$ cat config.mk
export PLATFORM = sky130hd
export DESIGN_NAME = bht_controller
export DESIGN_NICKNAME = d
export VERILOG_FILES = /design/src/rtl/bht_controller.sv
export SDC_FILE = /design/constraint.sdc
export NUM_CORES = 1
export LEC_CHECK = 0
export CAP_MARGIN = 20
export CORE_MARGIN = 5
export CORE_UTILIZATION = 45
export CTS_BUF_LIST = sky130_fd_sc_hd__clkbuf_8
export DETAILED_ROUTE_END_ITERATION = 10
export GPL_ROUTABILITY_DRIVEN = 0
export MAX_ROUTING_LAYER = met4
export PLACE_DENSITY = 0.71
export RECOVER_POWER = 25
export SYNTH_ARGS = -nofsm -noshare
export SYNTH_HDL_FRONTEND = slang
export SYNTH_SLANG_ARGS = --single-unit
export TNS_END_PERCENT = 20
$ cat constraint.sdc
create_clock -name clk -period 3.7 [get_ports clk]
set_input_delay 0.555 -clock clk [delete_from_list [all_inputs] [get_ports clk]]
set_output_delay 0.555 -clock clk [all_outputs]
set_load 0.02 [all_outputs]
$ cat src/rtl/bht_controller.sv
// Sequencing/update controller for a 2-bit saturating-counter branch history table.
// Sweeps the table to WEAKLY_NOT_TAKEN and applies queued branch outcomes by read-modify-write.
module bht_controller #(
    parameter int INDEX_WIDTH = 6,
    parameter int FIFO_DEPTH  = 4
) (
    input  logic                   clk,
    input  logic                   rst,
    input  logic                   flush_req,
    input  logic                   upd_valid,
    input  logic [31:0]            upd_pc,
    input  logic                   upd_taken,
    output logic [INDEX_WIDTH-1:0] tbl_rd_index,
    input  logic [1:0]             tbl_rd_state,
    output logic                   tbl_we,
    output logic [INDEX_WIDTH-1:0] tbl_wr_index,
    output logic [1:0]             tbl_wr_state,
    output logic                   bht_ready,
    output logic                   flush_busy,
    output logic [15:0]            drop_cnt
);

    typedef enum logic [1:0] {
        STRONGLY_NOT_TAKEN = 2'b00,
        WEAKLY_NOT_TAKEN   = 2'b01,
        WEAKLY_TAKEN       = 2'b10,
        STRONGLY_TAKEN     = 2'b11
    } bht_state_t;

    typedef enum logic [1:0] {
        SWEEP = 2'b00,
        IDLE  = 2'b01,
        WRITE = 2'b10
    } state_t;

    localparam int PTR_W = $clog2(FIFO_DEPTH);
    localparam logic [PTR_W-1:0]       PTR_ONE  = 1;
    localparam logic [PTR_W:0]         CNT_ONE  = 1;
    localparam logic [PTR_W:0]         CNT_FULL = FIFO_DEPTH;
    localparam logic [INDEX_WIDTH-1:0] IDX_ONE  = 1;
    localparam logic [INDEX_WIDTH-1:0] IDX_LAST = {INDEX_WIDTH{1'b1}};

    state_t                 state_q, state_d;
    logic [INDEX_WIDTH-1:0] sweep_idx_q, sweep_idx_d;
    logic [INDEX_WIDTH-1:0] op_index_q, op_index_d;
    logic                   op_taken_q, op_taken_d;
    logic [PTR_W-1:0]       wr_ptr_q, wr_ptr_d;
    logic [PTR_W-1:0]       rd_ptr_q, rd_ptr_d;
    logic [PTR_W:0]         count_q, count_d;
    logic [15:0]            drop_cnt_q, drop_cnt_d;

    logic [INDEX_WIDTH-1:0] fifo_idx_q [FIFO_DEPTH];
    logic                   fifo_tkn_q [FIFO_DEPTH];

    logic [INDEX_WIDTH-1:0] upd_index;
    logic [INDEX_WIDTH-1:0] head_index;
    logic                   head_taken;
    logic                   fifo_empty;
    logic                   fifo_full;
    logic                   pop;
    logic                   push_req;
    logic                   push;
    logic                   drop;
    bht_state_t             rmw_state;

    assign upd_index  = upd_pc[2 +: INDEX_WIDTH];
    assign head_index = fifo_idx_q[rd_ptr_q];
    assign head_taken = fifo_tkn_q[rd_ptr_q];
    assign fifo_empty = (count_q == '0);
    assign fifo_full  = (count_q == CNT_FULL);

    // A full FIFO still accepts a push when the head leaves in the same cycle.
    assign pop      = (state_q == IDLE) && !fifo_empty && !flush_req;
    assign push_req = upd_valid && (state_q != SWEEP) && !flush_req;
    assign push     = push_req && (!fifo_full || pop);
    assign drop     = push_req && fifo_full && !pop;

    always_comb begin
        rmw_state = bht_state_t'(tbl_rd_state);
        if (op_taken_q) begin
            if (tbl_rd_state != STRONGLY_TAKEN) begin
                rmw_state = bht_state_t'(tbl_rd_state + 2'd1);
            end
        end else begin
            if (tbl_rd_state != STRONGLY_NOT_TAKEN) begin
                rmw_state = bht_state_t'(tbl_rd_state - 2'd1);
            end
        end
    end

    always_comb begin
        state_d     = state_q;
        sweep_idx_d = sweep_idx_q;
        op_index_d  = op_index_q;
        op_taken_d  = op_taken_q;
        wr_ptr_d    = wr_ptr_q;
        rd_ptr_d    = rd_ptr_q;
        count_d     = count_q;
        drop_cnt_d  = drop_cnt_q;

        case (state_q)
            SWEEP: begin
                if (sweep_idx_q == IDX_LAST) begin
                    state_d     = IDLE;
                    sweep_idx_d = '0;
                end else begin
                    sweep_idx_d = sweep_idx_q + IDX_ONE;
                end
            end
            IDLE: begin
                if (pop) begin
                    op_index_d = head_index;
                    op_taken_d = head_taken;
                    state_d    = WRITE;
                end
            end
            WRITE: begin
                state_d = IDLE;
            end
            default: begin
                state_d = SWEEP;
            end
        endcase

        if (push) begin
            wr_ptr_d = wr_ptr_q + PTR_ONE;
        end
        if (pop) begin
            rd_ptr_d = rd_ptr_q + PTR_ONE;
        end
        case ({push, pop})
            2'b10:   count_d = count_q + CNT_ONE;
            2'b01:   count_d = count_q - CNT_ONE;
            default: count_d = count_q;
        endcase

        if (drop && (drop_cnt_q != 16'hFFFF)) begin
            drop_cnt_d = drop_cnt_q + 16'd1;
        end

        // Flush wins over everything except the drop counter.
        if (flush_req) begin
            state_d     = SWEEP;
            sweep_idx_d = '0;
            wr_ptr_d    = '0;
            rd_ptr_d    = '0;
            count_d     = '0;
        end
    end

    always_ff @(posedge clk or posedge rst) begin
        if (rst) begin
            state_q     <= SWEEP;
            sweep_idx_q <= '0;
            op_index_q  <= '0;
            op_taken_q  <= 1'b0;
            wr_ptr_q    <= '0;
            rd_ptr_q    <= '0;
            count_q     <= '0;
            drop_cnt_q  <= '0;
        end else begin
            state_q     <= state_d;
            sweep_idx_q <= sweep_idx_d;
            op_index_q  <= op_index_d;
            op_taken_q  <= op_taken_d;
            wr_ptr_q    <= wr_ptr_d;
            rd_ptr_q    <= rd_ptr_d;
            count_q     <= count_d;
            drop_cnt_q  <= drop_cnt_d;
        end
    end

    genvar gi;
    generate
        for (gi = 0; gi < FIFO_DEPTH; gi++) begin : g_fifo
            always_ff @(posedge clk or posedge rst) begin
                if (rst) begin
                    fifo_idx_q[gi] <= '0;
                    fifo_tkn_q[gi] <= 1'b0;
                end else if (push && (wr_ptr_q == PTR_W'(gi))) begin
                    fifo_idx_q[gi] <= upd_index;
                    fifo_tkn_q[gi] <= upd_taken;
                end
            end
        end
    endgenerate

    // Table port outputs follow the current state; rst masks the write strobe immediately.
    always_comb begin
        tbl_we       = 1'b0;
        tbl_rd_index = '0;
        tbl_wr_index = '0;
        tbl_wr_state = WEAKLY_NOT_TAKEN;
        case (state_q)
            SWEEP: begin
                tbl_we       = !flush_req;
                tbl_wr_index = sweep_idx_q;
            end
            IDLE: begin
                if (pop) begin
                    tbl_rd_index = head_index;
                end
            end
            WRITE: begin
                tbl_we       = !flush_req;
                tbl_wr_index = op_index_q;
                tbl_wr_state = rmw_state;
            end
            default: begin
                tbl_we = 1'b0;
            end
        endcase
        if (rst) begin
            tbl_we = 1'b0;
        end
    end

    assign bht_ready  = (state_q != SWEEP);
    assign flush_busy = (state_q == SWEEP);
    assign drop_cnt   = drop_cnt_q;

endmodule

==> metrics.txt <==
# TYPE chip_impl_metric gauge
chip_impl_metric{name="routed_wl",unit="um"} 6847
chip_impl_metric{name="drt_first_iter_violations",unit=""} 122
chip_impl_info{name="yosys-top-cells-area",value="sky130_fd_sc_hd__dfrtp_1 47%, sky130_fd_sc_hd__mux2_4 12%, sky130_fd_sc_hd__mux4_2 4.5%"} 1
chip_impl_metric{name="finalHoldViolCount",unit=""} 0
chip_impl_metric{name="num_vias",unit=""} 2282
chip_impl_metric{name="worst_slack_placed",unit="ns"} 0.6270
chip_impl_metric{name="antenna_found_initial",unit=""} 0
chip_impl_info{name="rsz0062_at_grt",value="no"} 1
chip_impl_info{name="synthFlopType",value="sky130_fd_sc_hd__dfrtp_1"} 1
chip_impl_metric{name="syn-num-nets",unit=""} 330
chip_impl_metric{name="fmax",unit="GHz"} 0.2996
chip_impl_metric{name="share_clk_of_total_power",unit=""} 0.381
chip_impl_metric{name="yosys_register_bits",unit=""} 66
chip_impl_metric{name="synthesis.area",unit="um2"} 3538
chip_impl_metric{name="powerDensity",unit="nW/um2"} 319.8
chip_impl_metric{name="yosysWarnings",unit=""} 0
chip_impl_metric{name="worst_r2r_path_depth",unit=""} 7
chip_impl_info{name="timing.critical_path.from",value="state_q[1]"} 1
chip_impl_metric{name="share_of_post_route_cells_with_drive_strength_above_1",unit=""} 0.1928
chip_impl_metric{name="timing.slew.headroom",unit=""} 0.03789
chip_impl_metric{name="groute.layer.met1.usage",unit=""} 0.2044
chip_impl_info{name="cts_root_buffer",value="sky130_fd_sc_hd__clkbuf_8"} 1
chip_impl_metric{name="seq_power_share",unit=""} 0.558
chip_impl_metric{name="route.detailed.drc",unit=""} 0
chip_impl_info{name="holdCritPathClass",value="reg -> reg"} 1
chip_impl_metric{name="min_period_over_period",unit=""} 0.9022
chip_impl_info{name="synth_top_cell_by_area",value="sky130_fd_sc_hd__dfrtp_1"} 1
chip_impl_metric{name="synth_async_sr_flop_share",unit=""} 1.000
chip_impl_metric{name="worst_ir_drop_vdd",unit="mV"} 0.1557
chip_impl_info{name="status",value="finished, final reports clean"} 1
chip_impl_metric{name="floorplan.io_pins",unit=""} 72
chip_impl_metric{name="syn2layout_area_growth",unit="%"} 17.40
chip_impl_info{name="category_of_the_most_critical_setup_path",value="reg -> out"} 1
chip_impl_info{name="crit_path_end_kind",value="primary output"} 1
chip_impl_info{name="regToRegStartpoint",value="state_q[1]"} 1
chip_impl_metric{name="wl_per_cell",unit="um"} 15.78
chip_impl_metric{name="finClkSkew",unit="ns"} 0.008393
chip_impl_metric{name="grt.total_usage",unit=""} 0.1539
chip_impl_metric{name="final_max_slew_viol_count",unit=""} 0
chip_impl_info{name="busiest_layer",value="met2"} 1
chip_impl_metric{name="path_max_fanout",unit=""} 13
chip_impl_metric{name="setup-violations-final",unit=""} 0
chip_impl_metric{name="clock_insertion_delay_worst_skew",unit="ns"} 0.34
chip_impl_metric{name="floorplan.rows",unit=""} 32
chip_impl_info{name="post-synth-top-count-cell",value="sky130_fd_sc_hd__dfrtp_1"} 1
chip_impl_metric{name="switching_share",unit=""} 0.2311
chip_impl_metric{name="fp.dieArea",unit="um2"} 9737
chip_impl_metric{name="synth.avg_cell_area",unit="um2"} 12.46
chip_impl_metric{name="period_minus_slack",unit="ns"} 3.338
chip_impl_metric{name="number_of_enable_type_register_cells_in_the_synthesized_netlist",unit=""} 0
chip_impl_metric{name="leakagePower",unit="uW"} 0.001917
chip_impl_metric{name="first_pass_grt_wire_length",unit="um"} 11650
chip_impl_metric{name="clock-sinks",unit=""} 66
chip_impl_metric{name="detailed_route_vias_per_instance",unit=""} 5.258
chip_impl_metric{name="floorplan.core_area",unit="um2"} 7687
chip_impl_info{name="timing.critical_path.from_type",value="flip-flop"} 1
chip_impl_metric{name="initial_utilization",unit=""} 0.4603
chip_impl_metric{name="clockBufferDepth",unit=""} 2
chip_impl_info{name="ranking_of_synthesized_cells_by_instance_count",value="66 x sky130_fd_sc_hd__dfrtp_1, 28 x sky130_fd_sc_hd__mux2_4, 18 x sky130_fd_sc_hd__nor2_1"} 1
chip_impl_metric{name="netlist_instances",unit=""} 284
chip_impl_metric{name="fin_tns_setup",unit="ns"} 0
chip_impl_metric{name="port-buffer-count",unit=""} 45
chip_impl_metric{name="post_cts_setup_bufs",unit=""} 0
chip_impl_info{name="beginning_of_the_worst_hold_path",value="op_index_q[1]"} 1
chip_impl_metric{name="ys_seq_area_frac",unit=""} 0.4668
chip_impl_metric{name="cts_made_buffers",unit=""} 9
chip_impl_metric{name="met3_demand_to_capacity_share_in_global_routing",unit=""} 0.02194
chip_impl_metric{name="maximum_capacitance_violations",unit=""} 0
chip_impl_metric{name="htree_num_levels",unit=""} 3
chip_impl_info{name="tritoncts",value="done"} 1
chip_impl_metric{name="cts-resized-gates",unit=""} 0
chip_impl_metric{name="worstHoldPathCells",unit=""} 1
chip_impl_metric{name="die_w",unit="um"} 98.68
chip_impl_metric{name="die_height",unit="um"} 98.68
chip_impl_metric{name="worst_ep_required_time",unit="ns"} 3.14
chip_impl_metric{name="ctsHoldBuffers",unit=""} 0
chip_impl_metric{name="total_switching_power",unit="uW"} 306.9
chip_impl_metric{name="antennaDiodeCount",unit=""} 0
chip_impl_metric{name="worst-endpoint-arrival",unit="ns"} 2.78
chip_impl_metric{name="share_comb_of_total_power",unit=""} 0.061
chip_impl_metric{name="detailedPlacementHpwl",unit="um"} 4815
chip_impl_metric{name="grt_overflow_total",unit=""} 0
chip_impl_metric{name="detail_route.first_pass.iterations",unit=""} 4
chip_impl_metric{name="ys_types",unit=""} 54
chip_impl_metric{name="layout.nets",unit=""} 375
chip_impl_metric{name="grt_max_degree",unit=""} 39
chip_impl_metric{name="antenna_violating_nets_post_route",unit=""} 0
chip_impl_metric{name="power_report.internal_total",unit="uW"} 1021
chip_impl_metric{name="clkSlewWorstSetupHoldPaths",unit="ns"} 0.07
chip_impl_metric{name="grt_pass1_vias",unit=""} 2382
chip_impl_metric{name="use_met2",unit=""} 0.2330
chip_impl_metric{name="worst_pin_slew",unit="ns"} 1.442
chip_impl_metric{name="layout_setup_ws",unit="ns"} 0.3620
chip_impl_metric{name="synth_largest_type_area_fraction",unit=""} 0.4668
-- critical path, cell delays in order, from the launching register on --
cell,delay [ns]
sky130_fd_sc_hd__dfrtp_1,0.58
sky130_fd_sc_hd__nand2b_1,0.36
sky130_fd_sc_hd__or3_1,0.53
sky130_fd_sc_hd__inv_2,0.17
sky130_fd_sc_hd__and2_1,0.19
sky130_fd_sc_hd__clkdlybuf4s50_1,0.62
-- cell type report --
type,instances,area (um2)
Sequential cell,66,1652
Fill cell,688,3533
Clock buffer,10,137.6
Multi-Input combinational cell,197,1713
Inverter,8,37.54
Timing Repair Buffer,47,465.4
Clock inverter,4,21.27
Tap cell,102,127.6
-- cell usage in the layout (no fill, tap or decap), types with 9 or more instances in the layout --
cell / synthesis / routed
sky130_fd_sc_hd__dfrtp_1: 66 / 66
sky130_fd_sc_hd__nand3_1: 9 / 9
sky130_fd_sc_hd__nor2_1: 18 / 18
sky130_fd_sc_hd__nand2_1: 16 / 16
sky130_fd_sc_hd__nor3_1: 9 / 9
sky130_fd_sc_hd__clkbuf_8: 0 / 10
sky130_fd_sc_hd__mux2_4: 28 / 28
sky130_fd_sc_hd__clkdlybuf4s50_1: 0 / 44
sky130_fd_sc_hd__xor2_1: 16 / 16
-- per-stage QoR --
step	cell area, um2	hold WS [ns]	cells	utilization	power (uW)
2_1_floorplan	3538	0.4495	284	-	800.2
3_3_place_gp	3995	0.4632	420	0.5197	833.6
3_5_place_dp	3995	0.4657	420	0.5197	836.0
4_1_cts	4154	0.4811	434	0.5404	1339
5_1_grt	4154	0.4952	434	0.5404	1378
6_report	4154	0.4803	434	0.5404	1328
-- routing by layer --
metal / up-vias / share of wire
li1: 1098 / -
met1: 1140 / 0.46
met2: 34 / 0.48
met3: 10 / 0.030
met4: 0 / 0.021
met5: - / 0
-- final timing paths --
path                                        end  slack [ns]
worst max-delay path            tbl_rd_index[0]        0.36
worst min-delay path              op_index_q[1]        0.48
worst max register to register       count_q[2]        0.64
worst min register to register    op_index_q[1]        0.48
max in group asynchronous         fifo_idx_q[6]        1.48
min in group asynchronous        sweep_idx_q[0]        1.10
-- flip-flops by register name (all words and copies together) (netlist names) --
signal,count
fifo_idx_q,24
count_q,3
wr_ptr_q,2
op_index_q,6
state_q,2
rd_ptr_q,2
sweep_idx_q,6
op_taken_q,1
drop_cnt,16
fifo_tkn_q,4
-- logic make-up (layout without fill, tap and decap cells) --
| kind of cell | after synthesis | after routing | share of synthesized area |
|---|---|---|---|
| multiplexers | 44 | 44 | 0.1895 |
| flip-flops | 66 | 66 | 0.4668 |
| buffers and inverters | 21 | 69 | 0.04915 |
| AND/OR/NAND/NOR | 98 | 98 | 0.1648 |
| AO/OA/AOI/OAI | 28 | 28 | 0.05305 |
| XOR/XNOR | 19 | 19 | 0.04703 |
| adder cells (fa/ha/maj) | 8 | 8 | 0.02970 |
-- power by group through the flow --
| stage | Clock (uW) | Sequential [uW] | Combinational [uW] |
|---|---|---|---|
| 2_1_floorplan | 0 | 751 | 48.8 |
| 3_3_place_gp | 0 | 753 | 80.3 |
| 3_5_place_dp | 0 | 754 | 82.5 |
| 4_1_cts | 516 | 740 | 82.7 |
| 5_1_grt | 546 | 742 | 90.5 |
| 6_report | 507 | 741 | 81.1 |
Note: power is estimated with default switching activity, not from simulation.
